**src/rtl/counter_ctrl_pkg.sv**
```systemverilog
// Shared encodings for the up/down counter run controller.
package counter_ctrl_pkg;

   typedef enum logic [1:0] {
      ST_IDLE  = 2'b00,
      ST_RUN   = 2'b01,
      ST_PAUSE = 2'b10,
      ST_HALT  = 2'b11
   } state_t;

   localparam logic [1:0] MODE_WRAP   = 2'b00;
   localparam logic [1:0] MODE_STOP   = 2'b01;
   localparam logic [1:0] MODE_BOUNCE = 2'b10;

   localparam int DEFAULT_TICK_DIV = 100000000;

   // A bad limit window, or the spare mode code, both behave as plain wrap.
   function automatic logic [1:0] eff_mode(input logic [1:0] mode, input logic cfg_err);
      return (cfg_err || mode == 2'b11) ? MODE_WRAP : mode;
   endfunction

endpackage

```
**src/rtl/btn_sync_edge.sv**
```systemverilog
// Two-flop synchronizer for a raw push-button followed by a rising-edge pulse.
module btn_sync_edge (
   input  logic i_clk,
   input  logic i_rst_n,
   input  logic i_btn,
   output logic o_pulse
);

   logic r_meta;
   logic r_sync;
   logic r_prev;

   always_ff @(posedge i_clk or negedge i_rst_n) begin
      if (!i_rst_n) begin
         r_meta <= 1'b0;
         r_sync <= 1'b0;
         r_prev <= 1'b0;
      end else begin
         r_meta <= i_btn;
         r_sync <= r_meta;
         r_prev <= r_sync;
      end
   end

   assign o_pulse = r_sync & ~r_prev;

endmodule

```
**src/rtl/counter_ctrl.sv**
```systemverilog
// Run/pause/halt sequencer that paces an external up/down counter with a divided tick
// and applies wrap, stop-at-limit or bounce behaviour against its fed-back count.
module counter_ctrl
   import counter_ctrl_pkg::*;
#(
   parameter int TICK_DIV = DEFAULT_TICK_DIV,
   parameter int WIDTH    = 8
) (
   input  logic             clk_100MHz,
   input  logic             reset,
   input  logic             btn_start,
   input  logic             btn_stop,
   input  logic             btn_dir,
   input  logic             btn_clear,
   input  logic [1:0]       mode,
   input  logic [WIDTH-1:0] lo_limit,
   input  logic [WIDTH-1:0] hi_limit,
   input  logic [WIDTH-1:0] count,
   output logic             cnt_ce,
   output logic             cnt_up,
   output logic             cnt_sclr,
   output logic             tick,
   output logic [1:0]       state,
   output logic             cfg_err
);

   localparam int DIV_W    = (TICK_DIV > 2) ? $clog2(TICK_DIV) : 1;
   localparam int EV_START = 0;
   localparam int EV_DIR   = 1;
   localparam int EV_STOP  = 2;
   localparam int EV_CLEAR = 3;

   logic [3:0]       w_btn;
   logic [3:0]       w_ev;
   logic [1:0]       w_mode;
   logic             w_up_dir;
   logic             w_hit_cur;
   logic             w_hit_new;
   logic             w_div_end;
   logic             w_start;

   state_t           r_state;
   logic             r_cnt_up;
   logic             r_cnt_ce;
   logic             r_cnt_sclr;
   logic             r_tick;
   logic [DIV_W-1:0] r_div;

   assign w_btn = {btn_clear, btn_stop, btn_dir, btn_start};

   generate
      for (genvar gi = 0; gi < 4; gi++) begin : g_btn
         btn_sync_edge u_sync (
            .i_clk   (clk_100MHz),
            .i_rst_n (reset),
            .i_btn   (w_btn[gi]),
            .o_pulse (w_ev[gi])
         );
      end
   endgenerate

   assign cfg_err   = (lo_limit >= hi_limit);
   assign w_mode    = eff_mode(mode, cfg_err);
   assign w_up_dir  = r_cnt_up ^ w_ev[EV_DIR];
   assign w_hit_cur = r_cnt_up ? (count == hi_limit) : (count == lo_limit);
   // HALT is re-evaluated with any direction change arriving in the same cycle.
   assign w_hit_new = w_up_dir ? (count == hi_limit) : (count == lo_limit);
   assign w_div_end = (r_div == DIV_W'(TICK_DIV - 1));
   // Stop outranks start, so a simultaneous stop masks start in every state.
   assign w_start   = w_ev[EV_START] & ~w_ev[EV_STOP];

   always_ff @(posedge clk_100MHz or negedge reset) begin
      if (!reset) begin
         r_state    <= ST_IDLE;
         r_cnt_up   <= 1'b1;
         r_cnt_ce   <= 1'b0;
         r_cnt_sclr <= 1'b0;
         r_tick     <= 1'b0;
         r_div      <= '0;
      end else begin
         r_cnt_ce   <= 1'b0;
         r_cnt_sclr <= 1'b0;
         r_tick     <= 1'b0;
         if (w_ev[EV_CLEAR]) begin
            r_cnt_sclr <= 1'b1;
            r_state    <= ST_IDLE;
            r_cnt_up   <= 1'b1;
            r_div      <= '0;
         end else begin
            r_cnt_up <= w_up_dir;
            case (r_state)
               ST_IDLE: begin
                  if (w_start) begin
                     r_state <= ST_RUN;
                     r_div   <= '0;
                  end
               end
               ST_PAUSE: begin
                  if (w_start) r_state <= ST_RUN;
               end
               ST_HALT: begin
                  if (w_start && !(w_mode == MODE_STOP && w_hit_new)) r_state <= ST_RUN;
               end
               ST_RUN: begin
                  if (w_ev[EV_STOP]) begin
                     r_state <= ST_PAUSE;
                  end else if (w_div_end) begin
                     r_tick <= 1'b1;
                     r_div  <= '0;
                     if (w_mode == MODE_STOP && w_hit_cur) begin
                        r_state <= ST_HALT;
                     end else begin
                        r_cnt_ce <= 1'b1;
                        if (w_mode == MODE_BOUNCE && w_hit_cur) r_cnt_up <= ~w_up_dir;
                     end
                  end else begin
                     r_div <= r_div + DIV_W'(1);
                  end
               end
               default: r_state <= ST_IDLE;
            endcase
         end
      end
   end

   assign cnt_ce   = r_cnt_ce;
   assign cnt_up   = r_cnt_up;
   assign cnt_sclr = r_cnt_sclr;
   assign tick     = r_tick;
   assign state    = r_state;

endmodule

```
**config.mk**
```make
export PLATFORM = sky130hd
export DESIGN_NAME = counter_ctrl
export DESIGN_NICKNAME = d
export VERILOG_FILES = /design/src/rtl/counter_ctrl_pkg.sv /design/src/rtl/btn_sync_edge.sv /design/src/rtl/counter_ctrl.sv
export SDC_FILE = /design/constraint.sdc
export NUM_CORES = 1
export LEC_CHECK = 0
export BUFFER_PORTS_ARGS = -buffer_cell sky130_fd_sc_hd__buf_2
export CORE_MARGIN = 1.5
export CORE_UTILIZATION = 51
export CTS_CLUSTER_SIZE = 25
export DETAILED_ROUTE_END_ITERATION = 6
export GPL_ROUTABILITY_DRIVEN = 0
export HOLD_SLACK_MARGIN = 0.05
export PLACE_DENSITY_LB_ADDON = 0.15
export SLEW_MARGIN = 20
export SYNTH_ARGS = -nofsm -noshare
export SYNTH_HDL_FRONTEND = slang
export SYNTH_SLANG_ARGS = --single-unit
export TNS_END_PERCENT = 5
```
**constraint.sdc**
```tcl
create_clock -name clk_100MHz -period 1.9 [get_ports clk_100MHz]
set_input_delay 0.19 -clock clk_100MHz [delete_from_list [all_inputs] [get_ports clk_100MHz]]
set_output_delay 0.19 -clock clk_100MHz [all_outputs]
set_load 0.005 [all_outputs]
```
==> results of run 1 <==
## layout by cell type, fill, tap and decap left out, drive strengths merged, types with 7 or more instances in the layout
master  count
nand2      30
a21oi       7
ha          9
o21ai      16
inv        19
nor4       10
xnor2      10
xor2       24
nand3      13
dfrtp      44
buf        71
nor2       31
## logic make-up after synthesis
| family | after synthesis | share of synthesized area, % |
|---|---|---|
| compound gates | 40 | 10.1 |
| xor+xnor | 34 | 11.5 |
| fa+ha+maj | 9 | 4.37 |
| buf+inv | 24 | 4.37 |
| flops | 45 | 43.7 |
| mux | 3 | 1.41 |
| simple gates | 119 | 24.5 |
## tightest hold or removal path, cell delays in order
cell and delay [ps]:
buf_2 90, nor4_1 60, a41oi_1 180, o21ai_1 80
## timing repair
action / 4_1_cts / 5_1_grt
gates resized for setup: 0 / 14
setup endpoints to repair: 0 / 25
hold endpoints to repair: 24 / 0
hold buffers: 5 / 0
## synthesized netlist by cell type (all sizes together) (2+ instances only)
library cell and n:
a211oi 2, a21oi 7, a31oi 3, a41oi 2
and3 6, and4 3, buf 3, clkbuf 2
dfrtp 44, ha 9, inv 19, mux2 2
nand2 30, nand2b 3, nand3 13, nand4 5
nor2 31, nor2b 3, nor3 6, nor4 10
o2111ai 2, o21ai 16, o41ai 2, or4 2
xnor2 10, xor2 24
## metal layers
metal  track usage, %  vias up  wire length, um
met3             4.47        4              245
met2             35.7       47             2460
li1                 -     1113                -
met5                0        -                0
met4             5.35        0               42
met1             30.6     1012             2650
## flip-flops by register name (all words and copies together), names as in the netlist
| register | flops |
|---|---|
| r_div | 27 |
| g_btn.u_sync.r_prev | 4 |
| cnt_ce | 1 |
| g_btn.u_sync.r_meta | 4 |
| cnt_sclr | 1 |
| tick | 1 |
| state | 2 |
| cnt_up | 1 |
| g_btn.u_sync.r_sync | 4 |
## through the flow
stage / area, um^2 / total power (W) / setup TNS, ps
floorplan: 2580 / 0.00129 / 0
global placement: 3080 / 0.00150 / -154
detailed placement: 3080 / 0.00150 / -195
CTS: 3220 / 0.00208 / 0
global route: 3270 / 0.00219 / -189
finish: 3270 / 0.00206 / 0
## power by group
group          internal (W)  switching, W  total [W]
clock network      0.000255      0.000300   0.000555
logic              0.000217      0.000253   0.000470
registers           0.00100     0.0000334    0.00103
## layout make-up
cell class	instances	area, um^2	area share, %
tap	67	83.8	2.57
inverter	19	71.3	2.18
clock inverter	2	10.0	0.306
multi-input combinational	205	1380	42.3
timing repair buffer	76	520	15.9
clock buffer	6	72.6	2.22
sequential	45	1130	34.5
## worst min path at each step
stage / start / endpoint / slack, ps / cells after the start
6_report: mode[0] / cnt_up / 330 / 4
4_1_cts: mode[0] / cnt_up / 340 / 4
5_1_grt: mode[0] / cnt_up / 350 / 4
3_3_place_gp: reset / g_btn[2].u_sync.r_meta / 180 / 1
2_1_floorplan: reset / cnt_ce / -110 / 0
3_5_place_dp: reset / g_btn[2].u_sync.r_meta / 170 / 1
==> results by group, run 1 <==
Cells and area
  – P&R area growth vs syn: 26.7%
  – Layout cells sized above 1: 28.6%
  – Antenna Cells: 0
  – Final Util: 68.3%
  – Fillers: 396
  – Post-route non-filler standard cell count: 420
  – NumNets Final: 393

Setup path
  – Arr. time, crit path: 2070 ps
  – Setup CP Type: reg2reg
  – Reg-to-reg slack, setup: 2 ps
  – CP max stage delay: 440 ps
  – CP startpoint: state[1]
  – Worst-path cell chain: nand2b_1 -> or3_1 -> or2_4 -> o211ai_2 -> mux2_4
  – Worst r2r path cells: 5
  – Largest fanout on the critical path: 6
  – Crit-path slowest cell: dfrtp_1
  – CP endpoint: state[1]
  – R2R Path Start: state[1]
  – Crit. path cell count: 5
  – CP Data Required Time: 2070 ps
  – CP Capture Type: register
  – Delay-heaviest family, CP: simple AND/OR/NAND/NOR gates
  – CP bufs+invs: 0
  – Reg-to-reg endpoint: state[1]
  – Crit path launch type: register

Synth
  – Dominant synthesized flop cell: dfrtp_1
  – Post-synth EDFFs: 0
  – FF+latch count, synth: 45
  – Synth area leaders: dfrtp_1, xor2_1, ha_1
  – Seq/Total Area, Yosys: 43.7%
  – Post-synth top area cell: dfrtp_1
  – Syn Area/Cell: 9.41 um^2
  – Post-synthesis cell area: 2580 um^2
  – Synth unique cells: 53
  – Synthesis Warnings: 0
  – Post-Syn Instances: 274
  – Post-synth top area share: 42.7%
  – Share of flip-flops with an asynchronous set or reset: 100%
  – Syn_nets: 315

STA
  – Slew margin rel.: 68.5%
  – Fin Hold WS: 332 ps
  – Final worst slack: 2.48 ps
  – Final Slew Violations: 0
  – Tightest Pin Transition: 473 ps
  – Minimum clock period: 1900 ps
  – RSZ-0062 raised after global routing: yes
  – Worst clock skew: 6.11 ps
  – Final period util: 99.9%
  – Final setup fails: 0
  – Hold Vio Cnt, Final: 0
  – Max Fclk: 527 MHz

Floorplan
  – Initial core utilization: 53.9%
  – Core area: 4790 um^2
  – Die height: 74.1 um
  – I/O pin cnt: 39
  – Die Wd: 74.1 um
  – Die ar.: 5490 um^2
  – Row count: 25

Place
  – Buffers on Ports: 38
  – Pre-CTS WS: -195 ps
  – Post-DP HPWL: 4.21 mm
  – Placed insts: 407

Detailed routing
  – WL per Instance: 12.9 um
  – Drt via density: 5.18
  – DR iter-0 viols: 76
  – DRT Pass-1 Iters: 4
  – Post-route antenna net violation count: 0
  – Vias: 2,176
  – # DRC: 0
  – Drt total wl: 5.41 mm

Global route
  – GRT Overall Usage: 22.1%
  – Antenna violations before repair: 0
  – First-pass GRT wire length: 9.36 mm
  – Vias in the first global route: 2,074
  – Congestion Overflow GR: 0
  – Largest net degree at the start of global routing: 26

Clock tree
  – CTS tree: built
  – Root Buffer: clkbuf_8
  – Clock transition at path regs: 70 ps
  – Worst-Skew Late Latency: 290 ps
  – Clk sink count: 45
  – Post-CTS Setup Inserts: 0
  – Num CTS Buffers: 5
  – CTS Buffer Depth: 2
  – H-Tree Level Count: 2

Worst hold path
  – Worst Hold Class: in2reg

Power
  – Static leakage: 1.54 nW
  – Max VDD drop: 0.641 mV
  – Pwr dens: 630 nW/um^2

Outcome
  – Status: finished, final reports clean

Job
  – # Max-Cap Violations: 0
No activity file was read; power rests on OpenSTA's default activity.
==> inputs of run 2 (changes only) <==
--- a/config.mk
+++ b/config.mk
@@ -7,12 +7,13 @@
 export LEC_CHECK = 0
 export BUFFER_PORTS_ARGS = -buffer_cell sky130_fd_sc_hd__buf_2
 export CORE_MARGIN = 1.5
-export CORE_UTILIZATION = 51
+export CORE_UTILIZATION = 57
 export CTS_CLUSTER_SIZE = 25
 export DETAILED_ROUTE_END_ITERATION = 6
 export GPL_ROUTABILITY_DRIVEN = 0
 export HOLD_SLACK_MARGIN = 0.05
 export PLACE_DENSITY_LB_ADDON = 0.15
+export REMOVE_ABC_BUFFERS = 1
 export SLEW_MARGIN = 20
 export SYNTH_ARGS = -nofsm -noshare
 export SYNTH_HDL_FRONTEND = slang
==> constraint.sdc (replaced) <==
create_clock -name clk_100MHz -period 2.4 [get_ports clk_100MHz]
set_input_delay 0.24 -clock clk_100MHz [delete_from_list [all_inputs] [get_ports clk_100MHz]]
set_output_delay 0.24 -clock clk_100MHz [all_outputs]
set_load 0.005 [all_outputs]
==> results by group, run 2 (same netlist as run 1, synthesis figures left out) <==
Setup path
  – CP startpoint: r_div[19]
  – Delay-heaviest family, CP: simple AND/OR/NAND/NOR gates
  – Largest fanout on the critical path: 7
  – CP bufs+invs: 0
  – Worst r2r path cells: 6
  – CP Data Required Time: 2580 ps
  – Reg-to-reg slack, setup: 300 ps
  – CP Capture Type: register
  – Arr. time, crit path: 2280 ps
  – Crit-path slowest cell: dfrtp_1
  – CP max stage delay: 490 ps
  – Crit path launch type: register
  – Reg-to-reg endpoint: state[1]
  – R2R Path Start: r_div[19]
  – Setup CP Type: reg2reg
  – Worst-path cell chain: nor4_4 -> nand4_2 -> nor3_4 -> or2_4 -> o211ai_2 -> mux2_4

Floorplan
  – Die height: 70.3 um
  – Initial core utilization: 59.2%
  – Row count: 24
  – Core area: 4350 um^2
  – I/O pin cnt: 39
  – Die Wd: 70.3 um
  – Die ar.: 4940 um^2

Power
  – Sequential power share: 51.3%
  – Switching Fraction: 29.0%
  – Static leakage: 1.37 nW
  – Internal: 0.00114 W
  – Clock Power Share: 29.7%
  – Total power: 0.00161 W
  – Pwr dens: 545 nW/um^2
  – Max VDD drop: 0.475 mV
  – Comb pwr share: 19.0%
  – NetSw: 0.000468 W

Detailed routing
  – Drt via density: 5.57
  – DRT Pass-1 Iters: 4
  – Post-route antenna net violation count: 0
  – Vias: 2,084
  – # DRC: 0
  – WL per Instance: 13.9 um
  – DR iter-0 viols: 139
  – Drt total wl: 5.21 mm

STA
  – Final period util: 87.4%
  – Tightest Pin Transition: 709 ps
  – Hold Vio Cnt, Final: 0
  – Final worst slack: 302 ps
  – Slew margin rel.: 52.6%
  – Worst clock skew: 5.43 ps
  – Final setup fails: 0
  – Final Slew Violations: 0
  – Minimum clock period: 2100 ps
  – Max Fclk: 477 MHz
  – RSZ-0062 raised after global routing: no
  – Setup TNS: 0 ps

Job
  – # Max-Cap Violations: 0

Clock tree
  – Post_cts resized: 0
  – Worst-Skew Late Latency: 300 ps
  – Clock transition at path regs: 80 ps
  – Post-CTS Setup Inserts: 0
  – CTS tree: built
  – CTS Hold Bufs: 5
  – H-Tree Level Count: 2
  – Clk sink count: 45
  – CTS Buffer Depth: 2
  – Num CTS Buffers: 5
  – Root Buffer: clkbuf_8

Cells and area
  – Antenna Cells: 0
  – Most frequent cells in the layout: dfrtp_1, buf_2, nand2_1, nor2_1, xor2_1
  – Most common cell after layout, fill and taps aside: dfrtp_1
  – Final Instance Area: 2960 um^2
  – P&R area growth vs syn: 14.6%
  – NumNets Final: 363
  – Layout cells sized above 1: 19.6%
  – Max reg flops: 27
  – Register area: 1130 um^2
  – Most flops, register: r_div
  – Final Util: 67.9%
  – Fillers: 354
  – Footprint of the multi-input gates: 1340 um^2

Global route
  – Vias in the first global route: 2,008
  – Congestion Overflow GR: 0
  – Global Route met2 Usage: 36.4%
  – GR Util met1: 32.0%
  – Antenna violations before repair: 0
  – M3 GR Usage: 4.33%
  – Largest net degree at the start of global routing: 25
  – First-pass GRT wire length: 9.00 mm
  – GRT Overall Usage: 22.9%
  – Most Crowded Layer GR: met2

Outcome
  – Status: finished, final reports clean

Place
  – Buffers on Ports: 38
  – Post-DP HPWL: 3.87 mm
  – Placed Instance Area: 2820 um^2
  – Pre-CTS WS: 221 ps

Worst hold path
  – Worst hold path startpoint: g_btn[3].u_sync.r_meta
  – Worst Hold Class: reg2reg
  – Hold EP: g_btn[3].u_sync.r_sync
  – Worst Hold Depth: 0
run 2: cell count changes in the layout (fill, tap and decap cells not counted), sizes merged:
cell / previous run / this run
clkinv: 2 / 0
buf: 71 / 41
clkinvlp: 0 / 1
run 2: routing by layer:
| metal | vias up | share of wire [%] | wire length (um) |
|---|---|---|---|
| li1 | 1048 | - | - |
| met1 | 968 | 48 | 2490 |
| met3 | 8 | 5.7 | 298 |
| met5 | - | 0 | 0 |
| met4 | 0 | 1.3 | 66 |
| met2 | 60 | 45 | 2360 |
run 2: power by group through the flow:
| stage | logic [W] | registers, W | clock network, W |
|---|---|---|---|
| after floorplan | 0.000178 | 0.000833 | 0 |
| after global placement | 0.000298 | 0.000838 | 0 |
| after detailed placement | 0.000300 | 0.000839 | 0 |
| after CTS | 0.000308 | 0.000825 | 0.000489 |
| after global routing | 0.000343 | 0.000832 | 0.000522 |
| final | 0.000306 | 0.000826 | 0.000479 |
run 2: how the worst max path moves through the flow:
stage	cells past startpoint	end
after floorplan	8	state[1]
after global routing	7	r_div[22]
after detailed placement	9	state[1]
after global placement	9	state[1]
after CTS	6	state[1]
final	6	state[1]
run 2: stage by stage:
step           std cells  hold slack, ps
2_1_floorplan        269           -55.6
3_3_place_gp         362             234
3_5_place_dp         362             237
4_1_cts              374             355
5_1_grt              374             360
6_report             374             351
run 2: worst register-to-register path: stages (launching register included):
cell      delay [ps]
dfrtp_1          490
nor4_4           330
nand4_2          180
nor3_4           360
or2_4            230
o211ai_2         100
mux2_4           300
run 2: layout make-up:
type / count / area share [%]
Multi-Input combinational cell: 205 / 45.3
Sequential cell: 45 / 38.1
Tap cell: 52 / 2.20
Timing Repair Buffer: 46 / 8.89
Clock buffer: 6 / 2.79
Inverter: 19 / 2.41
Clock inverter: 1 / 0.254
